$ cat src/rtl/psum_pkg.sv
// Shared types and sizes for the partial-sum drain controller.
// PSUM_SAT_EN (see psum_lane_add) selects saturating accumulate.
package psum_pkg;

    localparam int COL        = 8;
    localparam int PSUM_BW    = 16;
    localparam int ADDR_BW    = 6;
    localparam int RD_LAT_DEF = 2;
    localparam int ROW_BW     = PSUM_BW * COL;

    // Signed clamp bounds for one lane.
    localparam logic [PSUM_BW-1:0] PSUM_MAX = {1'b0, {(PSUM_BW-1){1'b1}}};
    localparam logic [PSUM_BW-1:0] PSUM_MIN = {1'b1, {(PSUM_BW-1){1'b0}}};

    typedef enum logic [2:0] {
        S_IDLE = 3'd0,
        S_WAIT = 3'd1,
        S_POP  = 3'd2,
        S_LAT  = 3'd3,
        S_RD   = 3'd4,
        S_WR   = 3'd5,
        S_DONE = 3'd6
    } state_e;

endpackage

$ cat src/rtl/psum_drain_ctrl_if.sv
// Job handshake, output-FIFO pop port and psum SRAM port of the drain controller.
// master = controller side, slave = layer controller / FIFO / SRAM side.
interface psum_drain_ctrl_if;

    logic                            start;
    logic [psum_pkg::ADDR_BW:0]      num_rows;
    logic [psum_pkg::ADDR_BW-1:0]    base_addr;
    logic                            acc;
    logic                            ofifo_valid;
    logic                            ofifo_rd;
    logic [psum_pkg::ROW_BW-1:0]     ofifo_out;
    logic                            mem_cen;
    logic                            mem_wen;
    logic [psum_pkg::ADDR_BW-1:0]    mem_addr;
    logic [psum_pkg::ROW_BW-1:0]     mem_d;
    logic [psum_pkg::ROW_BW-1:0]     mem_q;
    logic                            busy;
    logic                            done;

    // start is a one-cycle pulse honoured only when busy is low; done is a one-cycle
    // pulse; ofifo_rd pops one row whose data appears rd_lat cycles later.
    modport master (
        input  start, num_rows, base_addr, acc, ofifo_valid, ofifo_out, mem_q,
        output ofifo_rd, mem_cen, mem_wen, mem_addr, mem_d, busy, done
    );

    modport slave (
        output start, num_rows, base_addr, acc, ofifo_valid, ofifo_out, mem_q,
        input  ofifo_rd, mem_cen, mem_wen, mem_addr, mem_d, busy, done
    );

endinterface

$ cat src/rtl/psum_lane_add.sv
// One psum lane adder: modular wrap by default, signed saturation when
// PSUM_SAT_EN is defined.
module psum_lane_add
    import psum_pkg::*;
(
    input  logic [PSUM_BW-1:0] a_i,
    input  logic [PSUM_BW-1:0] b_i,
    output logic [PSUM_BW-1:0] sum_o
);

`ifdef PSUM_SAT_EN
    logic [PSUM_BW:0] ext_sum;

    assign ext_sum = {a_i[PSUM_BW-1], a_i} + {b_i[PSUM_BW-1], b_i};

    // Overflow when the extra sign bit disagrees with the lane sign bit.
    always_comb begin
        sum_o = ext_sum[PSUM_BW-1:0];
        if (ext_sum[PSUM_BW] != ext_sum[PSUM_BW-1]) begin
            sum_o = ext_sum[PSUM_BW] ? PSUM_MIN : PSUM_MAX;
        end
    end
`else
    assign sum_o = a_i + b_i;
`endif

endmodule

$ cat src/rtl/psum_drain_ctrl.sv
// Drains psum rows from the array output FIFO into the psum SRAM at consecutive
// addresses, overwriting or read-modify-write accumulating (PSUM_SAT_EN: saturate).
module psum_drain_ctrl
    import psum_pkg::*;
#(
    parameter int RD_LAT = RD_LAT_DEF
)
(
    input  logic              clk,
    input  logic              reset,
    psum_drain_ctrl_if.master bus,
    output state_e            state_o
);

    localparam int LAT_CW = (RD_LAT > 1) ? $clog2(RD_LAT) : 1;

    state_e              state_q, state_d;
    logic [ADDR_BW:0]    num_q, num_d;
    logic [ADDR_BW:0]    row_q, row_d, row_inc;
    logic [ADDR_BW-1:0]  addr_q, addr_d;
    logic                acc_q, acc_d;
    logic [LAT_CW-1:0]   lat_q, lat_d;
    logic [ROW_BW-1:0]   row_buf_q, row_buf_d;
    logic [ROW_BW-1:0]   sum_row;

    always_ff @(posedge clk) begin
        if (reset) begin
            state_q   <= S_IDLE;
            num_q     <= '0;
            row_q     <= '0;
            addr_q    <= '0;
            acc_q     <= 1'b0;
            lat_q     <= '0;
            row_buf_q <= '0;
        end else begin
            state_q   <= state_d;
            num_q     <= num_d;
            row_q     <= row_d;
            addr_q    <= addr_d;
            acc_q     <= acc_d;
            lat_q     <= lat_d;
            row_buf_q <= row_buf_d;
        end
    end

    assign row_inc = row_q + (ADDR_BW+1)'(1);

    always_comb begin
        state_d   = state_q;
        num_d     = num_q;
        row_d     = row_q;
        addr_d    = addr_q;
        acc_d     = acc_q;
        lat_d     = lat_q;
        row_buf_d = row_buf_q;
        unique case (state_q)
            S_IDLE: begin
                if (bus.start) begin
                    num_d   = bus.num_rows;
                    addr_d  = bus.base_addr;
                    acc_d   = bus.acc;
                    row_d   = '0;
                    state_d = (bus.num_rows == '0) ? S_DONE : S_WAIT;
                end
            end
            S_WAIT: begin
                if (bus.ofifo_valid) state_d = S_POP;
            end
            S_POP: begin
                lat_d   = '0;
                state_d = S_LAT;
            end
            S_LAT: begin
                lat_d = lat_q + LAT_CW'(1);
                // The popped row is on ofifo_out during the last latency cycle.
                if (lat_q == LAT_CW'(RD_LAT - 1)) begin
                    row_buf_d = bus.ofifo_out;
                    state_d   = acc_q ? S_RD : S_WR;
                end
            end
            S_RD: state_d = S_WR;
            S_WR: begin
                row_d   = row_inc;
                addr_d  = addr_q + ADDR_BW'(1);
                state_d = (row_inc == num_q) ? S_DONE : S_WAIT;
            end
            S_DONE: state_d = S_IDLE;
            default: state_d = S_IDLE;
        endcase
    end

    for (genvar i = 0; i < COL; i++) begin : g_lane
        psum_lane_add u_add (
            .a_i   (bus.mem_q[PSUM_BW*i +: PSUM_BW]),
            .b_i   (row_buf_q[PSUM_BW*i +: PSUM_BW]),
            .sum_o (sum_row[PSUM_BW*i +: PSUM_BW])
        );
    end

    // Control outputs decode the state register; mem_q arrives in WR, one cycle after RD.
    assign bus.ofifo_rd = (state_q == S_POP);
    assign bus.mem_cen  = !((state_q == S_RD) || (state_q == S_WR));
    assign bus.mem_wen  = (state_q != S_WR);
    assign bus.mem_addr = addr_q;
    assign bus.mem_d    = (state_q == S_WR) ? (acc_q ? sum_row : row_buf_q) : '0;
    assign bus.busy     = (state_q != S_IDLE);
    assign bus.done     = (state_q == S_DONE);
    assign state_o      = state_q;

endmodule

$ cat src/flat_wrapper.sv
// flat-port wrapper written by rule: the top's interface ports become plain ports
module psum_drain_ctrl_flat import psum_pkg::*;
#(
    parameter int RD_LAT = RD_LAT_DEF
)
  (clk, reset, state_o, bus_start, bus_num_rows, bus_base_addr, bus_acc, bus_ofifo_valid, bus_ofifo_out, bus_mem_q, bus_ofifo_rd, bus_mem_cen, bus_mem_wen, bus_mem_addr, bus_mem_d, bus_busy, bus_done);
  psum_drain_ctrl_if bus_i ();
  input  logic clk;
  input  logic reset;
  output state_e state_o;
  input wire logic [$bits(bus_i.start)-1:0] bus_start;
  input wire logic [$bits(bus_i.num_rows)-1:0] bus_num_rows;
  input wire logic [$bits(bus_i.base_addr)-1:0] bus_base_addr;
  input wire logic [$bits(bus_i.acc)-1:0] bus_acc;
  input wire logic [$bits(bus_i.ofifo_valid)-1:0] bus_ofifo_valid;
  input wire logic [$bits(bus_i.ofifo_out)-1:0] bus_ofifo_out;
  input wire logic [$bits(bus_i.mem_q)-1:0] bus_mem_q;
  output wire logic [$bits(bus_i.ofifo_rd)-1:0] bus_ofifo_rd;
  output wire logic [$bits(bus_i.mem_cen)-1:0] bus_mem_cen;
  output wire logic [$bits(bus_i.mem_wen)-1:0] bus_mem_wen;
  output wire logic [$bits(bus_i.mem_addr)-1:0] bus_mem_addr;
  output wire logic [$bits(bus_i.mem_d)-1:0] bus_mem_d;
  output wire logic [$bits(bus_i.busy)-1:0] bus_busy;
  output wire logic [$bits(bus_i.done)-1:0] bus_done;
  assign bus_i.start = bus_start;
  assign bus_i.num_rows = bus_num_rows;
  assign bus_i.base_addr = bus_base_addr;
  assign bus_i.acc = bus_acc;
  assign bus_i.ofifo_valid = bus_ofifo_valid;
  assign bus_i.ofifo_out = bus_ofifo_out;
  assign bus_i.mem_q = bus_mem_q;
  assign bus_ofifo_rd = bus_i.ofifo_rd;
  assign bus_mem_cen = bus_i.mem_cen;
  assign bus_mem_wen = bus_i.mem_wen;
  assign bus_mem_addr = bus_i.mem_addr;
  assign bus_mem_d = bus_i.mem_d;
  assign bus_busy = bus_i.busy;
  assign bus_done = bus_i.done;
  psum_drain_ctrl #(.RD_LAT(RD_LAT)) u_core (.clk(clk), .reset(reset), .bus(bus_i), .state_o(state_o));
endmodule
$ cat config.mk
export PLATFORM = sky130hd
export DESIGN_NAME = psum_drain_ctrl_flat
export DESIGN_NICKNAME = d
export VERILOG_FILES = /design/src/rtl/psum_pkg.sv /design/src/rtl/psum_drain_ctrl_if.sv /design/src/rtl/psum_lane_add.sv /design/src/rtl/psum_drain_ctrl.sv /design/src/flat_wrapper.sv
export SDC_FILE = /design/constraint.sdc
export NUM_CORES = 1
export LEC_CHECK = 0
export ABC_AREA = 1
export BUFFER_PORTS_ARGS = -buffer_cell sky130_fd_sc_hd__buf_2
export CORE_ASPECT_RATIO = 1.75
export CORE_MARGIN = 10
export CORE_UTILIZATION = 45
export CTS_BUF_LIST = sky130_fd_sc_hd__clkbuf_8 sky130_fd_sc_hd__clkbuf_16
export CTS_CLUSTER_DIAMETER = 200
export DETAILED_ROUTE_END_ITERATION = 16
export PLACE_DENSITY_LB_ADDON = 0.12
export SYNTH_ARGS = -nofsm -noshare
export SYNTH_HDL_FRONTEND = slang
export SYNTH_SLANG_ARGS = --single-unit
$ cat constraint.sdc
create_clock -name clk -period 5.2 [get_ports clk]
set_input_delay 0.78 -clock clk [delete_from_list [all_inputs] [get_ports clk]]
set_output_delay 0.78 -clock clk [all_outputs]
set_load 0.05 [all_outputs]
==> flow_summary_export.csv <==
group,metric,value,unit
job,max_cap_violations,0,
die,start_util,45.5,%
routing,drc_errors,0,
clocking,clk_latency,0.45,ns
critical_path,cp-startpoint,"u_core.acc_q$_SDFFE_PP0P_",
placed_design,hpwl,40.9,mm
power_and_ir_drop,p_leak,0.00890,µW
die,rows,84,
cells_and_area,layout-drive-gt1-share,19.1,%
die,die_area,0.0380,mm²
routing,routedWlPerCell,18.3,µm
global_route,grt-busiest-layer,"met2",
critical_path,critPathCaptureType,"output pin",
clocking,postCtsHoldBufs,0,
die,ios,416,
sta,final_max_slew_viol_count,0,
sta,hold_viol,0,
critical_path,critPathMaxFanout,101,
logic_synthesis,synthCells,2162,
routing,drt-initial-drc-count,663,
logic_synthesis,yosysSeqAreaShare,22.4,%
sta,finalCritPeriodShare,74.2,%
critical_path,endpoint,"bus_mem_d[15]",
critical_path,cp_top_family,"buffers and inverters",
sta,layout_min_cycle_time,3.86,ns
logic_synthesis,yosys_warnings,0,
sta,fin_setup_tns,0,ns
logic_synthesis,synthTopCellsByArea,"dfxtp_1 (22%), a21oi_1 (14%), nand2_1 (12%), ha_1 (11%), inv_1 (8.1%)",
routing,dr_total_vias,16000,
logic_synthesis,synth_top_cell_by_area,"dfxtp_1",
routing,ant_nets,0,
critical_path,worst-path-stages,5,
sta,setup_viol,0,
global_route,grt_overflow,0,
logic_synthesis,syn_nets,2566,
routing,firstDrtPassIters,5,
global_route,use_met2,49.5,%
critical_path,cp_slowest_cell,"inv_4",
outcome,status,"completed",
power_and_ir_drop,ir_worst_vdd,0.319,mV
critical_path,arrival,3.08,ns
global_route,grt_max_degree,143,
critical_path,r2r_setup_slack,2.53,ns
clocking,clkSinkCount,153,
critical_path,path_class,"register to output pin",
clocking,post_cts_resized,0,
global_route,antenna_found_initial,9,
logic_synthesis,synth_seq_cells,153,
global_route,gr-usage-all-layers,27.1,%
logic_synthesis,netlist.area_leader.share,22.4,%
cells_and_area,nFillCells,3145,
clocking,postCtsSetupBuffers,0,
placed_design,dp.cells,2881,
routing,wl,53.5,mm
sta,rsz0062_at_grt,"false",
routing,viasPerCell,5.50,
logic_synthesis,synth_flop_cell,"dfxtp_1",
global_route,grt_util_met1,27.0,%
die,die_y,251,µm
cells_and_area,fin_cells,2918,
critical_path,setup.worst_path.start_class,"register",
clocking,h-tree-depth,4,
logic_synthesis,yosysMostFrequentCell,"nand2_1",
power_and_ir_drop,p_per_area,216,mW/mm²
clocking,cts_buffers,17,
critical_path,worst-path-buf-inv,3,
sta,fmax,259,MHz
logic_synthesis,synth_edf_count,0,
sta,relSlewSlack,25.7,%
critical_path,cp_cell_sequence,"inv_4 > buf_4 > nand2_1 > a21oi_1 > buf_2",
global_route,grt_pass1_vias,16300,
worst_hold_path,holdPathStages,2,
global_route,use_met3,6.14,%
clocking,clkTransAtPathRegs,0.07,ns
logic_synthesis,synth_common_cells,"nand2_1 (423), a21oi_1 (371), inv_1 (295)",
sta,finClkSkew,0.0105,ns
critical_path,r2r_end,"u_core.bus.mem_addr[5]$_SDFFE_PP0P_",
logic_synthesis,synthDistinctLibCells,40,
global_route,grt_pass1_wl,82.1,mm
logic_synthesis,netlist_area,0.0137,mm²
logic_synthesis,postSynthAreaPerCell,6.32,µm²
worst_hold_path,holdCritPathClass,"register to register",
placed_design,routabilityCongestion,0.966,
clocking,clock_path_buffers,2,
placed_design,portBuffers,415,
clocking,clock-root-buffer,"clkbuf_16",
critical_path,r2r_cells,7,
sta,max_slew.worst_pin.slew,1.11,ns
die,die_x,152,µm
cells_and_area,fin_nets,2917,
critical_path,slowest_delay,0.85,ns
cells_and_area,area_delta_synth_final,21.1,%
logic_synthesis,postSynth.asyncResetShare,0,%
critical_path,worstReg2RegStart,"u_core.state_o[1]$_SDFFE_PP0P_",
die,coreArea,0.0301,mm²
clocking,cts_tree,"done",
critical_path,cp.required,4.42,ns
state kept, by name, indices dropped and copies added, names as in the netlist:
| name | cells |
|---|---|
| u_core.row_q | 7 |
| u_core.bus.mem_addr | 6 |
| u_core.num_q | 7 |
| u_core.lat_q | 1 |
| u_core.row_buf_q | 128 |
| u_core.state_o | 3 |
| u_core.acc_q | 1 |
final cells by class:
class	instances	area, µm²	area share [%]
Inverter	303	1140	6.90
Antenna cell	5	12.5	0.0756
Timing Repair Buffer	427	2170	13.1
Clock buffer	19	464	2.81
Multi-Input combinational cell	1611	9070	54.8
Tap cell	387	484	2.93
Sequential cell	153	3070	18.5
Clock inverter	13	141	0.854
worst min-delay path: stages, from the launching register on:
cell,delay [ns]
dfxtp_1,0.32
inv_1,0.06
a21oi_1,0.05
placed cells by master, fill, tap and decap left out, drive strengths merged, types with 3 or more instances in the layout:
cell,instances
a21oi,371
nand3b,9
nand3,141
nor2,101
a21o,15
clkbuf,19
buf,427
diode,5
or2,10
o21ai,206
a21boi,10
nand2,425
nand4,24
xnor2,23
ha,122
dfxtp,153
nor4,3
o221ai,3
inv,307
o21bai,17
o21a,6
o31ai,9
nor3,19
fa,8
xor2,53
o211ai,22
clkinv,5
a31oi,9
how the worst min path moves through the flow:
stage	start	to
detailed placement	u_core.row_buf_q[39]$_SDFFE_PP0P_	u_core.row_buf_q[39]$_SDFFE_PP0P_
CTS	u_core.row_buf_q[39]$_SDFFE_PP0P_	u_core.row_buf_q[39]$_SDFFE_PP0P_
finish	u_core.row_buf_q[34]$_SDFFE_PP0P_	u_core.row_buf_q[34]$_SDFFE_PP0P_
floorplan	u_core.num_q[3]$_SDFFE_PP0P_	u_core.num_q[3]$_SDFFE_PP0P_
global placement	u_core.row_buf_q[67]$_SDFFE_PP0P_	u_core.row_buf_q[67]$_SDFFE_PP0P_
global route	u_core.row_buf_q[39]$_SDFFE_PP0P_	u_core.row_buf_q[39]$_SDFFE_PP0P_
routing by layer:
layer  vias up  routed length [µm]
met3       138                4090
met2       595               27800
li1       7942                   -
met1      7359               18900
met5         -                  53
met4         8                2640
per-stage QoR:
step	utilization, %	worst slack, ns	area [µm²]	power (µW)	hold WS (ns)
after CTS	55.0	1.31	16500	3590	0.473
after global placement	53.0	1.55	15900	2250	0.457
after floorplan	-	1.72	13700	1910	0.444
after detailed placement	53.0	1.54	15900	2260	0.462
after global routing	55.0	1.13	16500	3740	0.489
final	55.0	1.34	16500	3570	0.473
cells by family (layout without fill, tap and decap cells):
| kind of cell | count (synthesis) | count (layout) | share of synthesized area (%) |
|---|---|---|---|
| DFF | 153 | 153 | 22.4 |
| adders and majority gates | 130 | 130 | 12.3 |
| AOI/OAI and AO/OA | 671 | 671 | 26.3 |
| and+or+nand+nor | 734 | 734 | 22.8 |
| other | 0 | 5 | 0 |
| xor gates and xnor gates | 76 | 76 | 4.87 |
| buffers and inverters | 398 | 762 | 11.3 |
power by group:
| part | total [µW] | switching [µW] | internal (µW) |
|---|---|---|---|
| registers | 1290 | 73.9 | 1210 |
| clock network | 1330 | 576 | 752 |
| logic | 954 | 680 | 274 |
No activity file was read; power rests on OpenSTA's default activity.
